### src/rtl/lfsr_burst_gen.sv
// LFSR / counter test-traffic source for a FIFO write port, burst or continuous.
// Optional GEN_CHKSUM_EN adds chk, the XOR of accepted words since start.
module lfsr_burst_gen #(
    parameter int unsigned              DATA_W  = 8,
    parameter int unsigned              LFSR_W  = 7,
    parameter logic [LFSR_W-1:0]        TAPS    = 7'b1100101,
    parameter logic [LFSR_W-1:0]        SEED    = 7'h01,
    parameter int unsigned              BURST_W = 8
) (
    input  logic               clk,
    input  logic               rst,
    input  logic               en_gen,
    input  logic               en_wrk,
    input  logic               full,
    input  logic               mode,
    input  logic               seed_ld,
    input  logic [LFSR_W-1:0]  seed,
    input  logic [BURST_W-1:0] burst_len,
    output logic               wrreq,
    output logic [DATA_W-1:0]  data,
    output logic               busy,
    output logic               done,
`ifdef GEN_CHKSUM_EN
    output logic [DATA_W-1:0]  chk,
`endif
    output logic [BURST_W-1:0] word_cnt
);

    typedef enum logic {IDLE, RUN} state_t;

    state_t              state, next_state;
    logic [LFSR_W-1:0]   lfsr;
    logic [DATA_W-1:0]   ctr;
    logic                mode_q;
    logic [BURST_W-1:0]  len_q;
    logic                en_gen_q;
    logic                start;
    logic                last;

    assign data = mode_q ? ctr : DATA_W'(lfsr);

    always_comb begin
        next_state = state;
        wrreq      = 1'b0;
        busy       = 1'b0;
        start      = 1'b0;
        last       = 1'b0;
        unique case (state)
            IDLE: begin
                start = en_gen & ~en_gen_q;
                if (start)
                    next_state = RUN;
            end
            RUN: begin
                busy  = 1'b1;
                wrreq = en_wrk & ~full;
                last  = wrreq && (len_q != '0)
                        && (word_cnt == len_q - BURST_W'(1));
                // a completed burst wins over a simultaneous abort
                if (last || !en_gen)
                    next_state = IDLE;
            end
            default: next_state = IDLE;
        endcase
    end

    always_ff @(posedge clk or posedge rst) begin
        if (rst)
            state <= IDLE;
        else
            state <= next_state;
    end

    always_ff @(posedge clk or posedge rst) begin
        if (rst) begin
            lfsr     <= SEED;
            ctr      <= '0;
            mode_q   <= 1'b0;
            len_q    <= '0;
            word_cnt <= '0;
            done     <= 1'b0;
            en_gen_q <= 1'b0;
`ifdef GEN_CHKSUM_EN
            chk      <= '0;
`endif
        end else begin
            en_gen_q <= en_gen;
            done     <= last;
            if (start) begin
                mode_q   <= mode;
                len_q    <= burst_len;
                ctr      <= '0;
                word_cnt <= '0;
`ifdef GEN_CHKSUM_EN
                chk      <= '0;
`endif
            end
            // all-zero seed would lock the LFSR up
            if (state == IDLE && seed_ld)
                lfsr <= (seed == '0) ? SEED : seed;
            if (wrreq) begin
                lfsr     <= {lfsr[LFSR_W-2:0], ^(lfsr & TAPS)};
                ctr      <= ctr + DATA_W'(1);
                word_cnt <= word_cnt + BURST_W'(1);
`ifdef GEN_CHKSUM_EN
                chk      <= chk ^ data;
`endif
            end
        end
    end

endmodule

### config.mk
export PLATFORM = sky130hd
export DESIGN_NAME = lfsr_burst_gen
export DESIGN_NICKNAME = d
export VERILOG_FILES = /design/src/rtl/lfsr_burst_gen.sv
export SDC_FILE = /design/constraint.sdc
export NUM_CORES = 1
export LEC_CHECK = 0
export ABC_AREA = 1
export CAP_MARGIN = 10
export CORE_ASPECT_RATIO = 2
export CORE_MARGIN = 5
export CORE_UTILIZATION = 40
export CTS_CLUSTER_DIAMETER = 40
export CTS_CLUSTER_SIZE = 24
export DETAILED_ROUTE_END_ITERATION = 10
export PLACE_DENSITY_LB_ADDON = 0.15
export SLEW_MARGIN = 20
export SYNTH_ARGS = -nofsm -noshare
export SYNTH_HDL_FRONTEND = slang
export SYNTH_SLANG_ARGS = --single-unit
### constraint.sdc
create_clock -name clk -period 1.7 [get_ports clk]
set_input_delay 0.34 -clock clk [delete_from_list [all_inputs] [get_ports clk]]
set_output_delay 0.34 -clock clk [all_outputs]
set_load 0.02 [all_outputs]
# == Word-level counts from Yosys, hierarchy flattened ==
# Index checks and enable logic that the tools add are counted.
# totals
register_bits,35
inputBits,22
output_inout_bits,19
elab_cells,41
# classes
n_addsub,3
eq_ne,1
n_mux,14
bitwise_logic,5
reduce_logical,10
# op_table
cell,n
8-bit two-way mux,4
7-bit two-way mux,3
"8-bit by 1-bit adder with 8-bit output, second input constant",2
8-bit == test,1
8-bit nonzero test,1
"8-bit by 1-bit subtractor with 8-bit output, second input constant",1
7-bit logical NOT,1
7-bit parity,1
1-bit two-way mux,6
2-bit nonzero test,2
1-bit logical AND,3
1-bit NOT,3
1-bit bitwise AND,2
1-bit case mux with 2 select lines,1
1-bit logical NOT,1
1-bit logical OR,1

# == Logic depth before layout (Yosys ltp) ==
# logic_depth
depth_word,7
mapped_depth,10
mapped_depth_nobuf,10

# == Worst setup path after synthesis ==
# Ideal clock, no wire load.
# synth_timing
path_type,flip-flop to output port
start,register mode_q
end,output data[6]
arrival_ns,1.108
t_required_ns,1.360
setup_slack_ns,0.252
stages_incl_launch_ff,3
path_buffers,1
path_cell_list,dfrtp_1 > clkbuf_1 > o21ai_0
# synth_between
elab_chain_cells,1
# synth_lines
element,line,rtl
"start, declared",34,logic mode_q;
"start signal, assigned",90,mode_q <= mode;
8-bit two-way mux,40,assign data = mode_q ? ctr : DATA_W'(lfsr);
"end, declared",20,"output logic [DATA_W-1:0] data,"
# Every way passes these cells.

# == Worst setup path in the final report ==
# layout_timing
start,register word_cnt[6]
end,output word_cnt[6]
# layout_lines
element,line,rtl
"start, declared",26,output logic [BURST_W-1:0] word_cnt
"start signal, assigned",104,word_cnt <= word_cnt + BURST_W'(1);
# No word-level cell between the ends.

==> results.tsv <==
metric	value	unit
status	completed	
area grow syn2layout	32.7	%
clock skew	0.00702	ns
Root Buffer	clkbuf_8	
Pwr Total	2.64	mW
routed vias	2010	
initial antenna violation count	0	
H-tree depth	2	
wire length per cell	13.8	µm
clock slew seen by the registers of the worst setup and hold paths	0.08	ns
P per Cell Area	953	nW/µm²
crit-path leading delay family	buffers and inverters	
Final min period	1.63	ns
Post-Layout Inst Area	2770	µm²
drt drc	0	
final core occ	54.3	%
fillers	524	
Post-synth top cells	76 x nand2_1, 46 x inv_1, 34 x dfrtp_1, 33 x o21ai_0, 24 x nor2_1	
Vias/cell	5.03	
critical setup path kind	reg -> out	
Slew Viols, Final	0	
max incr delay on CP	0.62	ns
Synth warnings	0	
number of setup buffers added after CTS	0	
IO Count	41	
crit path DAT	1.29	ns
Die Wd	61.0	µm
die height	112	µm
CTS max path bufs	2	
Clk Latency, worst-skew pair	0.29	ns
Area after DPL	2690	µm²
First DRT Iteration DRCs	78	
post-synthesis sequential area ratio	42.1	%
main area contributors after synthesis	dfrtp_1 41%, nand2_1 14%, inv_1 8.3%	
largest net degree at the start of global routing	21	
cell with the most instances after synthesis	nand2_1	
Rel. slew slack	74.7	%
global-route wire length before repair	9340	µm
initial core utilization	40.9	%
share of async-settable or async-resettable flops after synthesis	100	%
worst hold slack	0.316	ns
register bit count reported by yosys	35	
GRT overflow	0	
crit end category	output pin	
Leakage	1.43	nW
Sink Count	35	
Post-Route WL	5510	µm
total nets after synthesis	307	
Setup TNS Final	0	ns
Synth top area share	40.8	%
Avg Cell Area, Syn	7.42	µm²
Post-Syn Area	2080	µm²
CP required	1.36	ns
worst path bufs/invs	1	
synth unique cells	30	
Syn Inst Count	281	
crit-path cells	clkdlybuf4s50_1	
crit path max fanout	3	
Synth Flop Type	dfrtp_1	
nets	367	
Peak VDD IR	0.678	mV
worst slew pin tran	0.378	ns
period utilization	95.9	%
TritonCTS buffer count	5	
final hold violations	0	
remaining antenna violation count	0	
DRT Pass-1 Iters	4	
Slowest-stage cell, CP	clkdlybuf4s50_1	
DP HPWL	4320	µm
crit path launch type	register	
number of flops mapped to enable cells by yosys	0	
fmax	613	MHz
Max-Cap Viols	0	
GRT Overall Usage	18.0	%
unrepaired setup endpoints after global routing	no	
leading area contributor after synthesis	dfrtp_1	
core area	5090	µm²
ratio of cells with drive above 1 in the final layout	14.3	%
number of diodes	0	
vias in the first global route	2110	
Final Setup Violations	0	
hold crit path type	in -> async	
CTS tree	built	
Placer Congestion	0.872	
# rows	37	
PortBufs	40	
die area	6840	µm²
area by class of cell:
cell class,count,area [µm²],share of cell area [%]
Multi-Input combinational cell,192,978,35.4
Sequential cell,35,877,31.7
Timing Repair Buffer,59,541,19.5
Inverter,48,180,6.51
Clock buffer,6,82.6,2.99
Tap cell,58,72.6,2.62
Clock inverter,2,35.0,1.27
routing by layer:
metal / vias up / routed length, µm / GRT usage, %
met5: - / 0 / 0
met4: 0 / 184 / 8.54
met1: 937 / 1940 / 17.7
met2: 44 / 3200 / 33.9
met3: 18 / 196 / 2.53
li1: 1011 / - / -
flip-flops by register name (all words and copies together) (netlist names):
signal / count
lfsr: 7
done: 1
en_gen_q: 1
ctr: 8
len_q: 8
word_cnt: 8
state: 1
mode_q: 1
logic make-up after synthesis:
family,after synthesis,synth area share [%]
xor gates and xnor gates,7,2.94
AOI/OAI and AO/OA,48,13.1
and+or+nand+nor,133,28.5
adders and majority gates,4,2.40
DFF,35,42.1
buffers and inverters,54,11.0
where the power goes:
group / switching [mW] / internal, mW
clock network: 0.319 / 0.475
logic: 0.445 / 0.338
registers: 0.118 / 0.940
total: 0.883 / 1.75
path summary, 6_finish.rpt:
path	from	end	slack [ns]	depth (start not counted)
setup / recovery	word_cnt[6]	word_cnt[6]	0.07	1
min in group clk	lfsr[4]	lfsr[5]	0.51	2
hold reg to reg	lfsr[4]	lfsr[5]	0.51	2
setup reg to reg	len_q[1]	done	0.23	9
hold / removal	rst	state	0.32	2
max in group asynchronous	rst	lfsr[0]	0.90	3
per-stage QoR:
step,instances,setup WS (ns)
final,400,0.0697
after global routing,400,0.0244
after CTS,400,0.00285
after detailed placement,392,-0.302
after global placement,392,-0.309
after floorplan,281,0.252
layout by cell type, fill, tap and decap left out, types with 2 or more instances in the layout:
cell,instances
buf_4,16
dfrtp_1,34
a21oi_1,6
nand4_1,5
nor3_1,2
nand2_4,2
nor2_2,3
clkdlybuf4s50_1,24
clkbuf_2,6
nand2_1,76
o221ai_1,6
inv_2,2
buf_12,3
inv_1,46
dlygate4sd2_1,7
nand3_1,15
xor2_1,2
a22o_2,2
o21ai_0,33
ha_1,4
clkbuf_8,6
nor2_1,24
xnor2_1,5
timing repair:
action / in CTS / in global routing
cloned: 0 / 0
pin swaps: 0 / 0
gates resized for setup: 27 / 13
setup endpoints to repair: 15 / 8
hold buffers: 0 / 0
endpoints found under the hold margin: 0 / 0
Power figures use the tool's default switching activity.
